--- src/rtl/noc_pkg.sv ---
// Shared NoC definitions: flit header layout, type codes and route bit positions.
// Field offsets are counted down from the flit MSB so they hold for any flit width.
package noc_pkg;

    localparam int unsigned FLIT_SIZE  = 256;
    localparam int unsigned HEADER_LEN = 3;
    localparam int unsigned ROUTE_LEN  = 7;
    localparam int unsigned VC_W       = 2;

    typedef enum logic [2:0] {
        FLIT_HEAD      = 3'b001,
        FLIT_BODY      = 3'b010,
        FLIT_TAIL      = 3'b011,
        FLIT_HEAD_TAIL = 3'b100,
        CREDIT_FLIT    = 3'b111
    } flit_type_e;

    localparam int unsigned DIR_XPOS  = 0;
    localparam int unsigned DIR_YPOS  = 1;
    localparam int unsigned DIR_ZPOS  = 2;
    localparam int unsigned DIR_XNEG  = 3;
    localparam int unsigned DIR_YNEG  = 4;
    localparam int unsigned DIR_ZNEG  = 5;
    localparam int unsigned DIR_EJECT = 6;

    // Bit distance from the flit MSB to the first bit of each header field.
    localparam int unsigned TYPE_OFF = 0;
    localparam int unsigned VC_OFF   = HEADER_LEN;
    localparam int unsigned DST_OFF  = HEADER_LEN + VC_W;

    typedef enum logic [0:0] {
        StIdle,
        StInPkt
    } pkt_state_e;

endpackage

--- src/rtl/torus_dim_route.sv ---
// Shortest-path direction for one torus dimension; ties (delta == DIM/2) go positive.
module torus_dim_route
    import noc_pkg::*;
#(
    parameter int unsigned CUR     = 0,
    parameter int unsigned DIM     = 4,
    parameter int unsigned COORD_W = 4
) (
    input  logic [COORD_W-1:0] dst,
    output logic               pos,
    output logic               neg,
    output logic               done
);

    logic [31:0] delta;

    // Adding DIM before subtracting keeps the modular difference non-negative.
    assign delta = (32'(dst) + DIM - (CUR % DIM)) % DIM;

    assign done = (delta == 32'd0);
    assign pos  = !done && (delta <= DIM / 2);
    assign neg  = (delta > DIM / 2);

endmodule

--- src/rtl/route_comp_pipe.sv ---
// Registered route-computation stage for one 3D-torus input port with a one-entry skid.
// Optional dateline VC rewrite is enabled by defining ROUTE_DATELINE_EN.
module route_comp_pipe
    import noc_pkg::*;
#(
    parameter int unsigned CUR_X     = 0,
    parameter int unsigned CUR_Y     = 0,
    parameter int unsigned CUR_Z     = 0,
    parameter int unsigned DIM_X     = 4,
    parameter int unsigned DIM_Y     = 4,
    parameter int unsigned DIM_Z     = 4,
    parameter int unsigned COORD_W   = 4,
    parameter int unsigned FLIT_SIZE = 256
`ifdef ROUTE_DATELINE_EN
    ,
    // Dimension of the link feeding this port (0=X, 1=Y, 2=Z, 3=injection).
    parameter int unsigned IN_DIM    = 3
`endif
) (
    input  logic                 clk,
    input  logic                 rst,
    input  logic [FLIT_SIZE-1:0] flit_in,
    input  logic                 flit_valid_in,
    output logic                 ready_out,
    input  logic                 stall_in,
    output logic [FLIT_SIZE-1:0] flit_out,
    output logic                 flit_valid_out,
    output logic [ROUTE_LEN-1:0] route_out,
    output logic                 credit_valid_out,
    output logic [VC_W-1:0]      credit_vc_out,
    output logic                 err_protocol
);

    localparam int unsigned TYPE_MSB = FLIT_SIZE - 1 - TYPE_OFF;
    localparam int unsigned VC_MSB   = FLIT_SIZE - 1 - VC_OFF;
    localparam int unsigned DX_MSB   = FLIT_SIZE - 1 - DST_OFF;
    localparam int unsigned DY_MSB   = DX_MSB - COORD_W;
    localparam int unsigned DZ_MSB   = DY_MSB - COORD_W;

    logic [HEADER_LEN-1:0] in_type;
    logic [VC_W-1:0]       in_vc;
    logic                  is_credit, is_head, is_cont, data_req, bad_type, accept;
    logic                  x_pos, x_neg, x_done;
    logic                  y_pos, y_neg, y_done;
    logic                  z_pos, z_neg, z_done;
    logic [ROUTE_LEN-1:0]  comp_route, new_route, held_route_q;
    logic [FLIT_SIZE-1:0]  new_flit;
    logic                  take, use_held, set_err, latch_held;
    pkt_state_e            state_q, state_d;

    logic                  out_valid_q, skid_valid_q, credit_valid_q, err_q;
    logic [FLIT_SIZE-1:0]  out_flit_q, skid_flit_q;
    logic [ROUTE_LEN-1:0]  out_route_q, skid_route_q;
    logic [VC_W-1:0]       credit_vc_q;
    logic                  advance;

    assign in_type = flit_in[TYPE_MSB -: HEADER_LEN];
    assign in_vc   = flit_in[VC_MSB -: VC_W];

    assign is_head   = (in_type == FLIT_HEAD) || (in_type == FLIT_HEAD_TAIL);
    assign is_cont   = (in_type == FLIT_BODY) || (in_type == FLIT_TAIL);
    assign is_credit = flit_valid_in && (in_type == CREDIT_FLIT);
    assign data_req  = flit_valid_in && (is_head || is_cont);
    assign bad_type  = flit_valid_in && !is_credit && !is_head && !is_cont;
    assign accept    = data_req && ready_out;

    torus_dim_route #(.CUR(CUR_X), .DIM(DIM_X), .COORD_W(COORD_W)) u_dim_x (
        .dst  (flit_in[DX_MSB -: COORD_W]),
        .pos  (x_pos),
        .neg  (x_neg),
        .done (x_done)
    );

    torus_dim_route #(.CUR(CUR_Y), .DIM(DIM_Y), .COORD_W(COORD_W)) u_dim_y (
        .dst  (flit_in[DY_MSB -: COORD_W]),
        .pos  (y_pos),
        .neg  (y_neg),
        .done (y_done)
    );

    torus_dim_route #(.CUR(CUR_Z), .DIM(DIM_Z), .COORD_W(COORD_W)) u_dim_z (
        .dst  (flit_in[DZ_MSB -: COORD_W]),
        .pos  (z_pos),
        .neg  (z_neg),
        .done (z_done)
    );

    // Dimension order: the first unresolved dimension picks the port.
    always_comb begin
        comp_route = '0;
        if (!x_done) begin
            comp_route[DIR_XPOS] = x_pos;
            comp_route[DIR_XNEG] = x_neg;
        end else if (!y_done) begin
            comp_route[DIR_YPOS] = y_pos;
            comp_route[DIR_YNEG] = y_neg;
        end else if (!z_done) begin
            comp_route[DIR_ZPOS] = z_pos;
            comp_route[DIR_ZNEG] = z_neg;
        end else begin
            comp_route[DIR_EJECT] = 1'b1;
        end
    end

    // Packet FSM: state register.
    always_ff @(posedge clk) begin
        if (rst) begin
            state_q      <= StIdle;
            held_route_q <= '0;
        end else begin
            state_q <= state_d;
            if (latch_held) held_route_q <= comp_route;
        end
    end

    // Packet FSM: next state. Only accepted flits move it.
    always_comb begin
        state_d = state_q;
        if (accept) begin
            unique case (state_q)
                StIdle:  if (in_type == FLIT_HEAD) state_d = StInPkt;
                StInPkt: begin
                    if (in_type == FLIT_TAIL || in_type == FLIT_HEAD_TAIL) state_d = StIdle;
                end
                default: state_d = StIdle;
            endcase
        end
    end

    // Packet FSM: outputs.
    always_comb begin
        take       = 1'b0;
        use_held   = 1'b0;
        latch_held = 1'b0;
        set_err    = bad_type || (data_req && !ready_out);
        if (accept) begin
            unique case (state_q)
                StIdle: begin
                    if (is_head) begin
                        take       = 1'b1;
                        latch_held = (in_type == FLIT_HEAD);
                    end else begin
                        set_err = 1'b1;
                    end
                end
                StInPkt: begin
                    take = 1'b1;
                    if (is_head) begin
                        set_err    = 1'b1;
                        latch_held = (in_type == FLIT_HEAD);
                    end else begin
                        use_held = 1'b1;
                    end
                end
                default: ;
            endcase
        end
    end

    assign new_route = use_held ? held_route_q : comp_route;

`ifdef ROUTE_DATELINE_EN
    localparam int unsigned VC_LSB = VC_MSB - VC_W + 1;

    logic       wrap, turn, head_vc0, vc0_new, held_vc0_q;
    logic [1:0] route_dim;

    assign route_dim = !x_done ? 2'd0 : !y_done ? 2'd1 : !z_done ? 2'd2 : 2'd3;

    assign wrap = (comp_route[DIR_XPOS] && (CUR_X == DIM_X - 1)) ||
                  (comp_route[DIR_XNEG] && (CUR_X == 0)) ||
                  (comp_route[DIR_YPOS] && (CUR_Y == DIM_Y - 1)) ||
                  (comp_route[DIR_YNEG] && (CUR_Y == 0)) ||
                  (comp_route[DIR_ZPOS] && (CUR_Z == DIM_Z - 1)) ||
                  (comp_route[DIR_ZNEG] && (CUR_Z == 0));
    assign turn     = !comp_route[DIR_EJECT] && (32'(route_dim) != IN_DIM);
    assign head_vc0 = wrap ? 1'b1 : (turn ? 1'b0 : in_vc[0]);
    assign vc0_new  = use_held ? held_vc0_q : head_vc0;

    always_ff @(posedge clk) begin
        if (rst) held_vc0_q <= 1'b0;
        else if (latch_held) held_vc0_q <= head_vc0;
    end

    always_comb begin
        new_flit         = flit_in;
        new_flit[VC_LSB] = vc0_new;
    end
`else
    assign new_flit = flit_in;
`endif

    assign advance = !out_valid_q || !stall_in;

    always_ff @(posedge clk) begin
        if (rst) begin
            out_valid_q    <= 1'b0;
            out_flit_q     <= '0;
            out_route_q    <= '0;
            skid_valid_q   <= 1'b0;
            skid_flit_q    <= '0;
            skid_route_q   <= '0;
            credit_valid_q <= 1'b0;
            credit_vc_q    <= '0;
            err_q          <= 1'b0;
        end else begin
            credit_valid_q <= is_credit;
            if (is_credit) credit_vc_q <= in_vc;
            if (set_err) err_q <= 1'b1;

            if (advance) begin
                // A full skid blocks input, so skid drain and take never coincide.
                out_valid_q <= skid_valid_q || take;
                if (skid_valid_q) begin
                    out_flit_q   <= skid_flit_q;
                    out_route_q  <= skid_route_q;
                    skid_valid_q <= 1'b0;
                end else if (take) begin
                    out_flit_q  <= new_flit;
                    out_route_q <= new_route;
                end
            end else if (take) begin
                skid_valid_q <= 1'b1;
                skid_flit_q  <= new_flit;
                skid_route_q <= new_route;
            end
        end
    end

    assign ready_out        = !skid_valid_q;
    assign flit_out         = out_flit_q;
    assign flit_valid_out   = out_valid_q;
    assign route_out        = out_route_q;
    assign credit_valid_out = credit_valid_q;
    assign credit_vc_out    = credit_vc_q;
    assign err_protocol     = err_q;

endmodule

--- config.mk ---
export PLATFORM = sky130hd
export DESIGN_NAME = route_comp_pipe
export DESIGN_NICKNAME = d
export VERILOG_FILES = /design/src/rtl/noc_pkg.sv /design/src/rtl/torus_dim_route.sv /design/src/rtl/route_comp_pipe.sv
export SDC_FILE = /design/constraint.sdc
export NUM_CORES = 1
export LEC_CHECK = 0
export BUFFER_PORTS_ARGS = -buffer_cell sky130_fd_sc_hd__buf_2
export CAP_MARGIN = 5
export CELL_PAD_IN_SITES_DETAIL_PLACEMENT = 1
export CELL_PAD_IN_SITES_GLOBAL_PLACEMENT = 2
export CORE_ASPECT_RATIO = 0.75
export CORE_MARGIN = 1.5
export CORE_UTILIZATION = 31
export DETAILED_ROUTE_END_ITERATION = 8
export GPL_ROUTABILITY_DRIVEN = 1
export MAX_ROUTING_LAYER = met4
export PLACE_DENSITY_LB_ADDON = 0.1
export SETUP_SLACK_MARGIN = 0.02
export SLEW_MARGIN = 10
export SYNTH_ARGS = -nofsm -noshare
export SYNTH_HDL_FRONTEND = slang
export SYNTH_SLANG_ARGS = --single-unit
--- constraint.sdc ---
create_clock -name clk -period 2.5 [get_ports clk]
set_clock_uncertainty 0.15 [all_clocks]
set_input_delay 0.5 -clock clk [delete_from_list [all_inputs] [get_ports clk]]
set_output_delay 0.5 -clock clk [all_outputs]
set_load 0.1 [all_outputs]
==> results.yml, run 1 <==
yosys:
  synth_cell_type_count: 32
  ys_ff_latch: 540
  syn-num-nets: 2728
  async_flop_share_pct: 0
  syn_area_sq_um: 21700
  postSynthCellCount: 2462
  synth_ff_type: "dfxtp_1"
  synth_area_per_cell_sq_um: 8.82
  ys_seq_area_share_pct: 49.8
  yosys_warnings: 0
  synth-edff-count: 0
detailed_routing:
  vias: 20800
  dr.pass1.iters: 4
  viasPerCell: 5.02
  antenna_left: 0
  drcViolationCount: 0
  drt_wl_total_um: 83000
  drt_iter0_markers: 727
  avgRoutedWirePerCell_um: 20.0
layout:
  drive_above_1_share_pct: 22.6
  n_fill_cell: 8062
  multiInputGateArea_sq_um: 9870
  final_nets: 3419
  areaGrowthSynthToFinish_pct: 39.2
  layout.area.seq_sq_um: 10800
floorplanning:
  dieWidth_um: 309
  initial_core_util_pct: 31.5
  io_pins: 529
  coreArea_sq_um: 68900
  die_y_um: 232
  dieArea_sq_um: 71700
  rows: 83
sta:
  finalCriticalPeriod_ns: 2.28
  slew_viol_final: 0
  max-slew-margin-rel_pct: 38.2
  rsz0062_at_grt: "false"
  hold_viol: 0
  final-setup-viol-count: 0
  max_freq_mhz: 438
  whs_ns: 0.124
  fin_setup_tns_ns: 0
  worst_pin_slew_ns: 0.926
  fin_crit_sh_pct: 91.4
power:
  p_int_uw: 14900
  p_sw_share_pct: 32.2
  power_leakage_uw: 0.0112
  switching_power_uw: 7090
  p_per_area_nw_per_um2: 728
  pwr-share-comb_pct: 19.3
  seqPwrFrac_pct: 41.3
  peakVddDrop_mv: 0.478
  pwr-share-clk_pct: 39.4
critical_path:
  r2r_slack_ns: 0.31
  r2r_start: "state_q"
  start_kind: "flop"
  crit_path_end_kind: "output pin"
  r2r_cells: 6
  cp_data_required_time_ns: 1.85
  r2r-end: "flit_out[165]"
  worstPathMaxFanout: 10
  arrival_ns: 1.63
  critPathKind: "flop to output pin"
outcome:
  status: "complete, no violations"
min_path:
  hold_depth: 4
  hold_class: "primary input to flop"
  whs_endpoint: "err_protocol"
  hp-start: "flit_in[255]"
flow_run:
  maxCapViolations: 0
clocking:
  insertion_delay_ns: 0.63
  numCtsBuffers: 59
  clock_path_buffers: 3
  cts.clk_slew.worst_paths_ns: 0.06
  clock-sinks: 540
  root_buffer: "clkbuf_16"
  htreeDepth: 2
  cts_tree: "built"
place:
  gp_congestion: 0.784
  place_hpwl_um: 54000
  io_buffers: 528
global_routing:
  grt_max_degree: 90
  grt_first_pass_wirelength_um: 128000
  grt_overflow: 0
  first_global_vias: 22000
  grt_usage_pct: 23.2
  antenna_found_initial: 11
==> cells by family after synthesis <==
| group | count (synthesis) | synth area share, % |
|---|---|---|
| buf+inv | 249 | 5.03 |
| flops | 540 | 49.8 |
| mux | 269 | 12.4 |
| compound gates | 822 | 22.2 |
| fa+ha+maj | 6 | 0.346 |
| simple gates | 576 | 10.2 |
==> cells in the mapped netlist (all sizes together), types with 2 or more instances <==
| master | instances | area share [%] |
|---|---|---|
| a211oi | 263 | 9.1 |
| a21oi | 538 | 12 |
| and2 | 3 | 0.086 |
| and3 | 3 | 0.086 |
| buf | 109 | 2.6 |
| clkbuf | 133 | 2.3 |
| dfxtp | 540 | 50 |
| ha | 6 | 0.35 |
| inv | 7 | 0.12 |
| mux2 | 4 | 0.22 |
| mux2i | 265 | 12 |
| nand2 | 533 | 9.2 |
| nand3 | 5 | 0.12 |
| nor2 | 18 | 0.31 |
| nor2b | 5 | 0.14 |
| nor3 | 2 | 0.046 |
| nor3b | 2 | 0.069 |
| o2111ai | 5 | 0.20 |
| o21ai | 12 | 0.28 |
| or3 | 2 | 0.058 |
==> through the flow <==
step | cell area, sq um | std cells | utilization (%) | setup WS (ns) | power, uW
after floorplan | 21700 | 2462 | - | 0.0511 | 12100
after global placement | 25800 | 3774 | 37.4 | 0.154 | 13100
after detailed placement | 25800 | 3774 | 37.4 | 0.0149 | 13200
after CTS | 30200 | 4133 | 43.9 | 0.160 | 22300
after global routing | 30200 | 4144 | 43.9 | 0.140 | 22900
final | 30200 | 4146 | 43.9 | 0.215 | 22000
==> registers in the layout, indices dropped and copies added (netlist names) <==
| name | flops |
|---|---|
| skid_valid_q | 1 |
| held_route_q | 7 |
| err_protocol | 1 |
| flit_out | 256 |
| route_out | 7 |
| skid_route_q | 7 |
| state_q | 1 |
| skid_flit_q | 256 |
| credit_vc_out | 2 |
| credit_valid_out | 1 |
| flit_valid_out | 1 |
==> placed cells by master, fill, tap and decap left out, types with 2 or more instances in the layout <==
master / Yosys / routed
nand3_1: 5 / 5
mux2_2: 3 / 3
clkinv_2: 0 / 12
nor2_1: 18 / 17
a211oi_1: 263 / 263
ha_1: 6 / 6
buf_12: 0 / 45
nor2b_1: 5 / 5
nand2_1: 533 / 532
nor3_1: 2 / 2
a21oi_1: 538 / 538
o2111ai_1: 5 / 4
o21ai_0: 12 / 12
clkbuf_8: 0 / 17
buf_4: 9 / 47
nor3b_1: 2 / 2
or3_1: 2 / 2
dlygate4sd3_1: 0 / 253
buf_2: 81 / 526
dfxtp_1: 540 / 539
diode_2: 0 / 13
and2_1: 3 / 3
and3_1: 3 / 3
mux2i_1: 265 / 265
clkbuf_16: 0 / 61
clkbuf_1: 133 / 14
clkinvlp_4: 0 / 2
inv_1: 6 / 6
==> critical path: stages (launching register included) <==
cell,delay [ns]
dfxtp_4,0.41
inv_2,0.24
buf_4,0.36
==> final cells by class <==
class                           count  share of cell area [%]
Clock buffer                       92                    6.00
Sequential cell                   540                    35.8
Inverter                            7                  0.0869
Timing Repair Buffer              872                    21.3
Tap cell                          935                    3.87
Clock inverter                     14                   0.248
Antenna cell                       13                   0.108
Multi-Input combinational cell   1673                    32.6
==> power groups by stage <==
stage / combinational [uW] / sequential [uW] / clock, uW
finish: 4240 / 9080 / 8670
global route: 4460 / 9110 / 9300
CTS: 4260 / 9080 / 8920
detailed placement: 3920 / 9270 / 0
global placement: 3870 / 9260 / 0
floorplan: 868 / 11300 / 0
==> how the worst max path moves through the flow <==
stage | cells after the start | to | slack (ns) | from
6_report | 2 | ready_out | 0.22 | skid_valid_q
5_1_grt | 2 | ready_out | 0.14 | skid_valid_q
4_1_cts | 2 | ready_out | 0.16 | skid_valid_q
3_5_place_dp | 7 | flit_out[20] | 0.01 | flit_in[254]
3_3_place_gp | 7 | flit_out[7] | 0.15 | flit_in[253]
2_1_floorplan | 8 | skid_flit_q[185] | 0.05 | flit_valid_out
==> per-layer routing <==
| metal | vias to the layer above | track usage, % | share of wire (%) |
|---|---|---|---|
| met3 | 138 | 4.87 | 4.9 |
| li1 | 10100 | - | - |
| met2 | 376 | 39.2 | 49 |
| met4 | 0 | 7.10 | 2.8 |
| met5 | - | - | 0 |
| met1 | 10200 | 27.4 | 43 |
==> what timing repair did <==
item	in CTS	in global routing
setup endpoints to repair	1	0
buffers inserted	0	0
hold endpoints to repair	255	0
resized for setup	1	0
hold buffers	253	0
Power figures use the tool's default switching activity.
==> inputs of run 2 (changes only) <==
==> constraint.sdc (replaced) <==
create_clock -name clk -period 2.5 [get_ports clk]
set_clock_uncertainty 0.15 [all_clocks]
set_input_delay 0.125 -clock clk [delete_from_list [all_inputs] [get_ports clk]]
set_output_delay 0.125 -clock clk [all_outputs]
set_load 0.1 [all_outputs]
==> run 2 against run 1 <==
  * Cell area barely moved
  * Worst setup slack got worse by 0.050 ns
  * Fmax fell by 2.1%
  * Via count barely moved
  * Largest cell class unchanged
==> results.yml, run 2 (synthesized netlist as in run 1, its figures left out) <==
global_routing:
  gr-usage-met3_pct: 5.19
  grt_max_degree: 110
  busiest_layer: "met2"
  grtUsageMet2_pct: 38.6
  first_global_vias: 21900
  use_met1_pct: 27.4
  grt_overflow: 0
  grt_first_pass_wirelength_um: 127000
  grt_usage_pct: 22.9
  antenna_found_initial: 13
clocking:
  cts.clk_slew.worst_paths_ns: 0.06
  root_buffer: "clkbuf_16"
  clock_path_buffers: 3
  insertion_delay_ns: 0.62
  cts_tree: "built"
  numCtsBuffers: 59
  htreeDepth: 2
  clock-sinks: 540
power:
  p_per_area_nw_per_um2: 739
  power_leakage_uw: 0.0112
  p_total_uw: 22300
  peakVddDrop_mv: 0.493
critical_path:
  critPathKind: "flop to flop"
  cp_top_family: "buffers and inverters"
  critPathLaunch: "flit_valid_out"
  cp_data_required_time_ns: 2.90
  slowest_stage: "dlygate4sd3_1"
  cp_num_buf_inv: 2
  start_kind: "flop"
  slowest_delay_ns: 0.57
  crit_chain: "and2_1 -> o2111a_4 -> buf_12 -> nand2_1 -> a21oi_1 -> dlygate4sd3_1"
  crit_path_end_kind: "flop"
  arrival_ns: 2.73
  worstPathMaxFanout: 31
  r2r_start: "flit_valid_out"
min_path:
  hp-start: "flit_in[223]"
  hold_class: "primary input to flop"
layout:
  n_fill_cell: 7992
  layout.area.seq_sq_um: 10800
  drive_above_1_share_pct: 22.0
  layout_common_cells: "dfxtp_1, a21oi_1, nand2_1, buf_2, dlygate4sd3_1"
  layout_commonest_cell: "dfxtp_1"
  final_nets: 3420
  final_area_sq_um: 30200
  areaGrowthSynthToFinish_pct: 39.1
  multiInputGateArea_sq_um: 9870
sta:
  setup_ws_ns: 0.166
  slew_viol_final: 0
  rsz0062_at_grt: "false"
  hold_viol: 0
  final-setup-viol-count: 0
  fin_crit_sh_pct: 93.4
  max-slew-margin-rel_pct: 38.4
  max_freq_mhz: 428
  fin_setup_tns_ns: 0
  whs_ns: 0.145
  worst_pin_slew_ns: 0.924
  finalCriticalPeriod_ns: 2.33
detailed_routing:
  viasPerCell: 5.02
  drt_wl_total_um: 82200
  dr.pass1.iters: 5
  vias: 20800
  drcViolationCount: 0
  antenna_left: 0
  drt_iter0_markers: 843
  avgRoutedWirePerCell_um: 19.8
place:
  place_ws_ns: 0.168
  io_buffers: 528
  place_hpwl_um: 53100
  place_area_sq_um: 25500
  gp_congestion: 0.798
floorplanning:
  die_y_um: 232
  coreArea_sq_um: 68900
  dieWidth_um: 309
  io_pins: 529
  initial_core_util_pct: 31.5
  rows: 83
  dieArea_sq_um: 71700
flow_run:
  maxCapViolations: 0
outcome:
  status: "complete, no violations"
## run 2: through the flow
step | utilization [%] | std cells
global placement | 37.1 | 3759
floorplan | - | 2462
CTS | 43.8 | 4130
global route | 43.9 | 4145
detailed placement | 37.1 | 3759
finish | 43.9 | 4145
## run 2: area by class of cell
cell class	count	area share, %
clock inverters	9	0.563
clock buffers	96	5.92
multi-input cells	1673	32.7
well taps	935	3.87
inverters	7	0.0870
diodes	12	0.0994
repair buffers	873	21.0
flip-flops and latches	540	35.8
## run 2: what timing repair did
| action | CTS | global route |
|---|---|---|
| hold buffers | 266 | 0 |
| endpoints found under the hold margin | 530 | 0 |
| setup endpoints to repair | 0 | 6 |
| gates resized for setup | 0 | 2 |
| setup buffers | 0 | 2 |
## run 2: worst reg2reg max path: cells and delay by family (launching register included)
kind	cells	cell delay (ns)
buffers and inverters	2	0.79
AOI/OAI and AO/OA	2	0.48
and+or+nand+nor	2	0.45
DFF	1	0.39
## run 2: worst paths after layout
path,slack (ns),cells past startpoint,endpoint
hold reg to reg,0.30,2,skid_flit_q[175]
setup / recovery,0.17,6,skid_flit_q[54]
setup reg to reg,0.17,6,skid_flit_q[54]
hold / removal,0.15,4,skid_flit_q[223]
## run 2: per-layer routing
metal	part of all wire, %	routed length [um]
met2	49	40500
met1	43	35700
met3	5.3	4360
met5	0	0
met4	2.0	1660
## run 2: power by group
group	switching (uW)	internal [uW]	total (uW)
clock network	3680	5350	9020
registers	168	8920	9080
logic	3180	1040	4220
